**src/rtl/bcd_serial_addsub.sv**
```systemverilog
// Digit-serial N-digit BCD adder/subtractor (one digit per clock) with per-digit 7-seg drive.
// Optional: define BCD_NEG_RESULT_EN to report a<b subtraction as neg=1 plus magnitude.
module bcd_serial_addsub #(
    parameter int unsigned DIGITS = 4
) (
    input  logic                  clk,
    input  logic                  rst_n,
    input  logic                  start,
    input  logic                  op,
    input  logic [4*DIGITS-1:0]   a,
    input  logic [4*DIGITS-1:0]   b,
    output logic                  busy,
    output logic                  done,
    output logic [4*DIGITS-1:0]   result,
    output logic                  ovf,
    output logic                  invalid,
    output logic                  neg,
    output logic [7*DIGITS-1:0]   seg
);
    localparam int unsigned W  = 4 * DIGITS;
    localparam int unsigned CW = (DIGITS > 1) ? $clog2(DIGITS) : 1;
    localparam logic [CW-1:0] LAST = CW'(DIGITS - 1);

    typedef enum logic [1:0] {StIdle, StRun, StFix, StDone} state_t;

    state_t              state_q, state_d;
    logic [W-1:0]        a_q, a_d, b_q, b_d, sum_q, sum_d;
    logic                op_q, op_d, carry_q, carry_d, inv_q, inv_d;
    logic [CW-1:0]       idx_q, idx_d;
    logic [W-1:0]        result_q, result_d;
    logic [7*DIGITS-1:0] seg_q, seg_d;
    logic                ovf_q, ovf_d, invalid_q, invalid_d, done_q, done_d;
`ifdef BCD_NEG_RESULT_EN
    logic                fix_q, fix_d, neg_q, neg_d;
`endif

    logic [4:0]   dsum, fsum;
    logic         bad, fin_ovf, fin_blank, fin_neg;
    logic [W-1:0] fin_res;

    // Returns {carry_out, digit}; operands are single BCD digits, sum never exceeds 19.
    function automatic logic [4:0] bcd_digit(input logic [3:0] x, input logic [3:0] y,
                                             input logic cin);
        logic [4:0] s;
        s = {1'b0, x} + {1'b0, y} + {4'b0, cin};
        if (s > 5'd9) return {1'b1, 4'(s - 5'd10)};
        return {1'b0, s[3:0]};
    endfunction

    function automatic logic [6:0] seg7(input logic [3:0] d);
        case (d)
            4'd0:    seg7 = 7'b0000001;
            4'd1:    seg7 = 7'b1001111;
            4'd2:    seg7 = 7'b0010010;
            4'd3:    seg7 = 7'b0000110;
            4'd4:    seg7 = 7'b1001100;
            4'd5:    seg7 = 7'b0100100;
            4'd6:    seg7 = 7'b0100000;
            4'd7:    seg7 = 7'b0001111;
            4'd8:    seg7 = 7'b0000000;
            4'd9:    seg7 = 7'b0001100;
            default: seg7 = 7'b1111111;
        endcase
    endfunction

    always_comb begin
        dsum = bcd_digit(a_q[3:0], op_q ? 4'd9 - b_q[3:0] : b_q[3:0], carry_q);
        fsum = bcd_digit(4'd9 - sum_q[3:0], 4'd0, carry_q);
        bad  = 1'b0;
        for (int i = 0; i < DIGITS; i++) begin
            bad = bad | (a_q[4*i +: 4] > 4'd9) | (b_q[4*i +: 4] > 4'd9);
        end

        fin_res   = sum_q;
        fin_ovf   = 1'b0;
        fin_blank = 1'b0;
        fin_neg   = 1'b0;
        if (inv_q) begin
            fin_res   = '0;
            fin_blank = 1'b1;
`ifdef BCD_NEG_RESULT_EN
        end else if (fix_q) begin
            fin_neg = 1'b1;
`endif
        end else if (op_q ? !carry_q : carry_q) begin
            fin_res   = '0;
            fin_ovf   = 1'b1;
            fin_blank = 1'b1;
        end
    end

    always_comb begin
        state_d   = state_q;
        a_d       = a_q;
        b_d       = b_q;
        op_d      = op_q;
        carry_d   = carry_q;
        idx_d     = idx_q;
        sum_d     = sum_q;
        inv_d     = inv_q;
        result_d  = result_q;
        seg_d     = seg_q;
        ovf_d     = ovf_q;
        invalid_d = invalid_q;
        done_d    = 1'b0;
`ifdef BCD_NEG_RESULT_EN
        fix_d     = fix_q;
        neg_d     = neg_q;
`endif
        case (state_q)
            StIdle: begin
                if (start) begin
                    a_d     = a;
                    b_d     = b;
                    op_d    = op;
                    carry_d = op;
                    idx_d   = '0;
                    inv_d   = 1'b0;
`ifdef BCD_NEG_RESULT_EN
                    fix_d   = 1'b0;
`endif
                    state_d = StRun;
                end
            end
            StRun: begin
                if (idx_q == '0 && bad) begin
                    inv_d   = 1'b1;
                    state_d = StDone;
                end else begin
                    // Result digits shift in from the top so digit 0 lands at [3:0].
                    carry_d = dsum[4];
                    sum_d   = W'({dsum[3:0], sum_q} >> 4);
                    a_d     = a_q >> 4;
                    b_d     = b_q >> 4;
                    idx_d   = idx_q + 1'b1;
                    if (idx_q == LAST) begin
                        idx_d   = '0;
                        state_d = StDone;
`ifdef BCD_NEG_RESULT_EN
                        // No carry on subtract: raw difference is the ten's complement.
                        if (op_q && !dsum[4]) begin
                            fix_d   = 1'b1;
                            carry_d = 1'b1;
                            state_d = StFix;
                        end
`endif
                    end
                end
            end
`ifdef BCD_NEG_RESULT_EN
            StFix: begin
                carry_d = fsum[4];
                sum_d   = W'({fsum[3:0], sum_q} >> 4);
                idx_d   = idx_q + 1'b1;
                if (idx_q == LAST) begin
                    idx_d   = '0;
                    state_d = StDone;
                end
            end
`endif
            StDone: begin
                result_d  = fin_res;
                ovf_d     = fin_ovf;
                invalid_d = inv_q;
                done_d    = 1'b1;
`ifdef BCD_NEG_RESULT_EN
                neg_d     = fin_neg;
`endif
                for (int i = 0; i < DIGITS; i++) begin
                    seg_d[7*i +: 7] = fin_blank ? 7'b1111111 : seg7(fin_res[4*i +: 4]);
                end
                state_d = StIdle;
            end
            default: state_d = StIdle;
        endcase
    end

    always_ff @(posedge clk) begin
        if (!rst_n) begin
            state_q   <= StIdle;
            a_q       <= '0;
            b_q       <= '0;
            op_q      <= 1'b0;
            carry_q   <= 1'b0;
            idx_q     <= '0;
            sum_q     <= '0;
            inv_q     <= 1'b0;
            result_q  <= '0;
            seg_q     <= '1;
            ovf_q     <= 1'b0;
            invalid_q <= 1'b0;
            done_q    <= 1'b0;
`ifdef BCD_NEG_RESULT_EN
            fix_q     <= 1'b0;
            neg_q     <= 1'b0;
`endif
        end else begin
            state_q   <= state_d;
            a_q       <= a_d;
            b_q       <= b_d;
            op_q      <= op_d;
            carry_q   <= carry_d;
            idx_q     <= idx_d;
            sum_q     <= sum_d;
            inv_q     <= inv_d;
            result_q  <= result_d;
            seg_q     <= seg_d;
            ovf_q     <= ovf_d;
            invalid_q <= invalid_d;
            done_q    <= done_d;
`ifdef BCD_NEG_RESULT_EN
            fix_q     <= fix_d;
            neg_q     <= neg_d;
`endif
        end
    end

    assign busy    = (state_q != StIdle);
    assign done    = done_q;
    assign result  = result_q;
    assign ovf     = ovf_q;
    assign invalid = invalid_q;
    assign seg     = seg_q;
`ifdef BCD_NEG_RESULT_EN
    assign neg     = neg_q;
`else
    assign neg     = 1'b0;
`endif

endmodule
```
**config.mk**
```make
export PLATFORM = sky130hd
export DESIGN_NAME = bcd_serial_addsub
export DESIGN_NICKNAME = d
export VERILOG_FILES = /design/src/rtl/bcd_serial_addsub.sv
export SDC_FILE = /design/constraint.sdc
export NUM_CORES = 1
export LEC_CHECK = 0
export CORE_MARGIN = 3
export CORE_UTILIZATION = 58
export DETAILED_ROUTE_END_ITERATION = 7
export GPL_TIMING_DRIVEN = 0
export PLACE_DENSITY = 0.86
export SYNTH_ARGS = -nofsm -noshare
export SYNTH_HDL_FRONTEND = slang
export SYNTH_SLANG_ARGS = --single-unit
```
**constraint.sdc**
```tcl
create_clock -name clk -period 8.3 [get_ports clk]
set_clock_uncertainty 0.1 [all_clocks]
set_input_delay 1.66 -clock clk [delete_from_list [all_inputs] [get_ports clk]]
set_output_delay 1.66 -clock clk [all_outputs]
set_load 0.01 [all_outputs]
```
==> metrics.md, run 1 <==
| Metric | Value |
|---|---|
| Leading post-synthesis cells by cell area | dfxtp_1, ha_1, a21oi_1 |
| Worst supply voltage drop on vdd | 0.1260 mV |
| Crit path required time | about 6.5 ns |
| FF/Latch Area | slightly above 2000 um2 |
| I/O pin total | between 80 and 90 |
| Post-Syn Nets | approximately 710 |
| RD Place Congestion | 0.9197 |
| Area enclosed by the die boundary | just over 10,000 um2 |
| Placed Area | about 6200 um2 |
| Total of max-cap violations | 0 |
| Share of flip-flops with an asynchronous set or reset after synthesis | 0 |
| Kind of critical path | flip-flop to output port |
| Status | complete, no violations |
| Finished Cell Area | about 6300 um2 |
| Number of synthesized flops with an enable pin | 0 |
| Worst-path maximum fanout | 10 |
| Fraction of layout instances using a drive strength above 1 | 0.05014 |
| Final hold violation count | 0 |
| Combined area of the multi-input logic cells | between 2000 and 3000 um2 |
| Wire length of the first global-routing pass | about 24,000 um |
| Setup Fix Bufs, Post-CTS | 0 |
| Number of setup violations in the final report | 0 |
| Number of cells after detailed placement | 827 |
| Number of warnings issued by yosys | 0 |
| Overall via count from detail_route | just over 5,000 |
| Setup repair after global routing missed its margin | no |
| Endpoint arrival time on the critical path | ~1.8 ns |
| Pwr dens | about 220 nW/um2 |
| Area growth, synth to finish | 22.22% |
| Slew margin rel. | 0.5578 |
| GR Util All Layers | 0.2926 |
| Post-route non-filler standard cell count | 843 |
| Placeable core region | approximately 8500 um2 |
| Clock tree buffer depth | 2 |
| Post-CTS clock slew at the launch and capture registers of the worst setup and hold paths | approximately 0.10 ns |
| Clock latency at the later pin of the worst-skew pair | between 0.3 and 0.4 ns |
| Cells after synthesis | between 600 and 700 |
| Final-layout fill cell count | about 670 |
| Total power | ~1400 uW |
| Proportion of synthesized chip area in sequential cells | 0.3933 |
| CTS sink count | between 100 and 150 |
| GRT Residual Overflow | 0 |
| Clock root buffer | clkbuf_8 |
| Clock tree from TritonCTS | done |
| DRT Wirelength | 14,640 um |
| Commonest non-fill, non-tap cell in the layout | dfxtp_1 |
| H-tree Lvls | 3 |
| Peak clock frequency supported by timing | 279.7 MHz |
| Post-route setup TNS | 0 ns |
| Die span in x | ~100 um |
| Maximum number of pins on one net before global-route repair | 19 |
| CP Launch Type | flip-flop |
| DP Wirelength | between 10,000 and 15,000 um |
| Most frequent cells in the layout | dfxtp_1, nand2_1, clkdlybuf4s50_1 |
| Critical Path End Type | output port |
| Number of global-route vias before repair | slightly below 5,000 |
| Drt wl/cell | approximately 17 um |
| Top flip-flop cell by instance count after synthesis | dfxtp_1 |
| Seq cells post-synth | a little over 100 |
| Number of diodes added for antenna fixing | 0 |
| Initial cell density of the core | 0.6133 |
| Y dimension of the die | just over 100 um |
| Hold buffer count at cts | 0 |
| Mapped cell area | around 5200 um2 |
| # resized after CTS | 0 |
| Worst min-delay path class | flip-flop to flip-flop |
| Cell accounting for the most synthesized area | dfxtp_1 |
| Via density per instance | 5.980 |
| Number of iterations in the first detailed-routing pass | 5 |
| Post-route ant nets | 0 |
| Cell variety after synth | 47 |
| Final standard cell utilization of the core | 0.7496 |
| Count of routing violations after the opening detailed-route iteration | about 340 |
| Slew at the pin closest to its max-slew limit | approximately 0.66 ns |
| Instance count along the most critical hold path | 2 |
| Inserted Clock Buffers | 9 |
| Initial antenna violation count | 0 |
| Number of cells on the worst reg-to-reg path | 11 |
| Final min period | ~3.6 ns |
| Area share of the largest cell type after synthesis | 0.3933 |
| Leakage | around 0.0025 uW |
| Number of buffers inserted by port buffering | 83 |
| Total DRC errors in the routed layout | 0 |
| Number of rows in the core area | 33 |
| Final-stage net count | 800 |
| Period utilization | 0.4308 |
| Pins over their slew limit | 0 |
| Mean Syn Cell Area | 8.124 um2 |
## final cells by class
class / instances / share of cell area
multi-input cells: 460 / 0.4467
flip-flops and latches: 102 / 0.3218
repair buffers: 83 / 0.1309
plain buffers: 55 / 0.03668
clock buffers: 10 / 0.02169
well taps: 105 / 0.02071
inverters: 22 / 0.01302
clock inverters: 6 / 0.008480
## worst paths after layout
path | start | end | slack, ns
max | state_q[0] | busy | 4.72
min | result[9] | result[9] | 0.36
max reg2reg | op_q | sum_q[14] | 5.15
min reg2reg | result[9] | result[9] | 0.36
## per-stage QoR
step	setup slack [ns]	hold WS [ns]
final	4.725	0.3595
after global routing	4.612	0.3787
after CTS	4.742	0.3599
after detailed placement	4.863	0.3465
after global placement	4.900	0.3451
after floorplan	5.570	0.3591
## power by group
| part | switching [uW] | internal (uW) | total [uW] |
|---|---|---|---|
| clock network | 188 | 123 | 311 |
| logic | 313 | 200 | 513 |
| registers | 47.2 | 540 | 587 |
| total | 547 | 864 | 1410 |
## registers in the layout, summed over array words and instances, names as in the netlist, 2 cells and up
register and cells:
result 16, idx_q 2, b_q 16, a_q 16, state_q 2, seg 28
sum_q 16
## cell usage after synthesis (8+ instances only)
| library cell | number |
|---|---|
| a21oi_1 | 66 |
| a221oi_1 | 24 |
| and3_1 | 9 |
| buf_2 | 12 |
| clkbuf_1 | 39 |
| dfxtp_1 | 102 |
| ha_1 | 29 |
| inv_1 | 22 |
| mux2i_1 | 25 |
| nand2_1 | 86 |
| nand2b_1 | 15 |
| nand3_1 | 23 |
| nor2_1 | 39 |
| o211ai_1 | 8 |
| o21a_1 | 11 |
| o21ai_0 | 45 |
| o21ai_1 | 8 |
| o22ai_1 | 12 |
## per-layer routing
layer,wire length (um),track usage,vias to the layer above
met5,0,0,-
li1,-,-,2431
met2,7133,0.5033,238
met3,1118,0.06298,38
met4,408,0.1088,0
met1,5975,0.3577,2334
## kinds of logic after synthesis
| group | count (synthesis) | share of synthesized area |
|---|---|---|
| DFF | 102 | 0.3933 |
| xor gates and xnor gates | 5 | 0.008435 |
| other | 1 | 0.0007224 |
| buffers and inverters | 77 | 0.06074 |
| AOI/OAI and AO/OA | 200 | 0.2374 |
| adders and majority gates | 31 | 0.07761 |
| muxes | 26 | 0.05037 |
| and+or+nand+nor | 197 | 0.1714 |
## worst max-delay path: stages (launching register included)
cell and delay (ns):
dfxtp_1 0.37, nor2_1 0.18, clkbuf_1 0.33, inv_1 0.08, clkdlybuf4s50_1 0.48
No activity file was read; power rests on OpenSTA's default activity.
==> inputs of run 2 (changes only) <==
CORE_UTILIZATION = 49   (was 58)
PLACE_DENSITY = 0.77   (was 0.86)
clock period = 2.95 ns   (was 8.3 ns; I/O delays follow)
==> run 2 against run 1 <==
  * Power grew to 2.8 times the previous value
  * Flip-flop and latch count stayed put
  * Utilization fell by 11 points
  * Critical path type is now flip-flop to flip-flop
  * Register-to-register slack got worse by 5.0 ns
  * First-iteration DRC count rose by 13%
  * Global-route usage decreased by 4.9 points
  * Sequential power rose to 2.8 times the previous value
  * Critical path depth rose by 7
  * Worst setup slack worse by 4.6 ns
  * Cell count grew 3.3%
  * Largest power group unchanged
  * Combinational power rose to 2.9 times the previous value
==> metrics.md, run 2 (same netlist as run 1, synthesis figures left out) <==
| Metric | Value |
|---|---|
| Clock latency at the later pin of the worst-skew pair | 0.36 ns (was 0.39 ns) |
| Overall via count from detail_route | 4,983 (was 5,041) |
| Clock root buffer | clkbuf_8 (unchanged) |
| Number of global-route vias before repair | 4,702 (was 4,853) |
| Die span in x | 108.9 um (was 100.6 um) |
| Placed Area | 6188 um2 (was 6153 um2) |
| Initial cell density of the core | 0.5168 (was 0.6133) |
| Kind of critical path | flip-flop to flip-flop (was flip-flop to output port) |
| Worst-path maximum fanout | 6 (was 10) |
| GR Util All Layers | 0.2435 (was 0.2926) |
| Period utilization | 0.9505 |
| Most frequent cells in the layout | dfxtp_1, nand2_1, clkdlybuf4s50_1 (unchanged) |
| Combined area of the multi-input logic cells | 2850 um2 (was 2834 um2) |
| Max FFs per register | 28 (unchanged) |
| Count of routing violations after the opening detailed-route iteration | 388 (was 342) |
| Number of buffers inserted by port buffering | 83 (unchanged) |
| H-tree Lvls | 3 (unchanged) |
| Total of max-cap violations | 0 (unchanged) |
| Fraction of layout instances using a drive strength above 1 | 0.05691 (was 0.05014) |
| Endpoint arrival time on the critical path | 2.95 ns (was 1.82 ns) |
| CP Launch Type | flip-flop (unchanged) |
| Wire length of the first global-routing pass | 22,800 um (was 23,580 um) |
| Drt wl/cell | 16.45 um (was 17.36 um) |
| Final standard cell utilization of the core | 0.6359 (was 0.7496) |
| Pwr dens | 620.3 nW/um2 (was 222.4 nW/um2) |
| Initial antenna violation count | 0 (unchanged) |
| DP Wirelength | 10,710 um (was 11,040 um) |
| Clock tree from TritonCTS | done (unchanged) |
| Y dimension of the die | 108.9 um (was 100.6 um) |
| Area growth, synth to finish | 23.04% (was 22.22%) |
| Leakage | 0.002492 uW (was 0.002508 uW) |
| Commonest non-fill, non-tap cell in the layout | dfxtp_1 (unchanged) |
| Number of setup violations in the final report | 0 (unchanged) |
| Final-stage net count | 800 (unchanged) |
| Slew at the pin closest to its max-slew limit | 0.6542 ns (was 0.6633 ns) |
| Crit path required time | 3.10 ns (was 6.54 ns) |
| Number of iterations in the first detailed-routing pass | 5 (unchanged) |
| Post-CTS clock slew at the launch and capture registers of the worst setup and hold paths | 0.09 ns (was 0.10 ns) |
| I/O pin total | 85 (unchanged) |
| CTS sink count | 102 (unchanged) |
| Inserted Clock Buffers | 9 (unchanged) |
| Pins over their slew limit | 0 (unchanged) |
| Worst supply voltage drop on vdd | 0.3160 mV (was 0.1260 mV) |
| DRT Wirelength | 14,330 um (was 14,640 um) |
| Worst min-delay path class | flip-flop to flip-flop (unchanged) |
| Status | complete, no violations (unchanged) |
| Placeable core region | 10,040 um2 (was 8464 um2) |
| Maximum number of pins on one net before global-route repair | 17 (was 19) |
| Number of rows in the core area | 36 (was 33) |
| Area enclosed by the die boundary | 11,870 um2 (was 10,120 um2) |
| FF/Latch Area | 2044 um2 (was 2042 um2) |
| GRT Residual Overflow | 0 (unchanged) |
| Total DRC errors in the routed layout | 0 (unchanged) |
| Finished Cell Area | 6387 um2 (was 6345 um2) |
| RD Place Congestion | 0.9243 (was 0.9197) |
| Slew margin rel. | 0.5639 (was 0.5578) |
| Via density per instance | 5.721 (was 5.980) |
| Number of diodes added for antenna fixing | 0 (unchanged) |
| Final-layout fill cell count | 884 (was 668) |
| Peak clock frequency supported by timing | about 360 MHz |
| Clock tree buffer depth | 2 (unchanged) |
| Final min period | roughly 2.8 ns |
| Post-route ant nets | 0 (unchanged) |
| Hold buffer count at cts | 0 (unchanged) |
| Critical Path End Type | flip-flop (was output port) |
| Final hold violation count | 0 (unchanged) |
## run 2: area by class of cell
| class | count | share of cell area |
|---|---|---|
| Buffer | 54 | 0.03585 |
| Clock buffer | 11 | 0.02214 |
| Clock inverter | 5 | 0.005485 |
| Inverter | 22 | 0.01293 |
| Multi-Input combinational cell | 460 | 0.4462 |
| Sequential cell | 102 | 0.3201 |
| Tap cell | 133 | 0.02605 |
| Timing Repair Buffer | 84 | 0.1312 |
## run 2: critical path, cell delays in order (launching register included)
cell     delay, ns
dfxtp_2       0.36
xnor2_1       0.14
fa_1          0.38
inv_1         0.08
fa_1          0.43
inv_1         0.12
ha_2          0.21
a22oi_2       0.10
a31oi_2       0.26
buf_4         0.16
nor3_1        0.04
o31a_1        0.30
## run 2: worst paths after layout
| path | startpoint | endpoint | slack (ns) | depth (start not counted) |
|---|---|---|---|---|
| max | op_q | carry_q | 0.15 | 11 |
| min | result[3] | result[3] | 0.36 | 2 |
| max reg2reg | op_q | carry_q | 0.15 | 11 |
| min reg2reg | result[3] | result[3] | 0.36 | 2 |
## run 2: stage by stage
step                      worst slack, ns   TNS [ns]  total power [uW]  hold slack [ns]  std cells
after floorplan                    0.2199          0              2660           0.3591        639
after global placement           -0.04390   -0.04390              3032           0.3458        855
after detailed placement          -0.1059    -0.1329              3087           0.3495        855
after CTS                        0.002924          0              3887           0.3633        870
after global routing            -0.008841  -0.008841              4188           0.3770        871
final                              0.1462          0              3962           0.3564        871
## run 2: where the power goes
part / switching (uW) / total, uW / leakage, uW / internal [uW]
clock network: 491 / 821 / 0.0000776 / 329
logic: 893 / 1490 / 0.00158 / 598
registers: 129 / 1650 / 0.000832 / 1520
## run 2: timing repair
| item | in CTS | in global routing |
|---|---|---|
| buffers inserted | 0 | 1 |
| gates resized for setup | 1 | 5 |
| endpoints found under the setup margin | 3 | 3 |
| pin swaps | 1 | 1 |
## run 2: metal layers
| layer | share of wire | vias up | GRT usage | wire length, um |
|---|---|---|---|---|
| met3 | 0.051 | 31 | 0.02901 | 726 |
| met2 | 0.48 | 183 | 0.3996 | 6863 |
| met1 | 0.45 | 2337 | 0.3246 | 6405 |
| li1 | - | 2432 | - | - |
| met4 | 0.023 | 0 | 0.1010 | 335 |
| met5 | 0 | - | 0 | 0 |
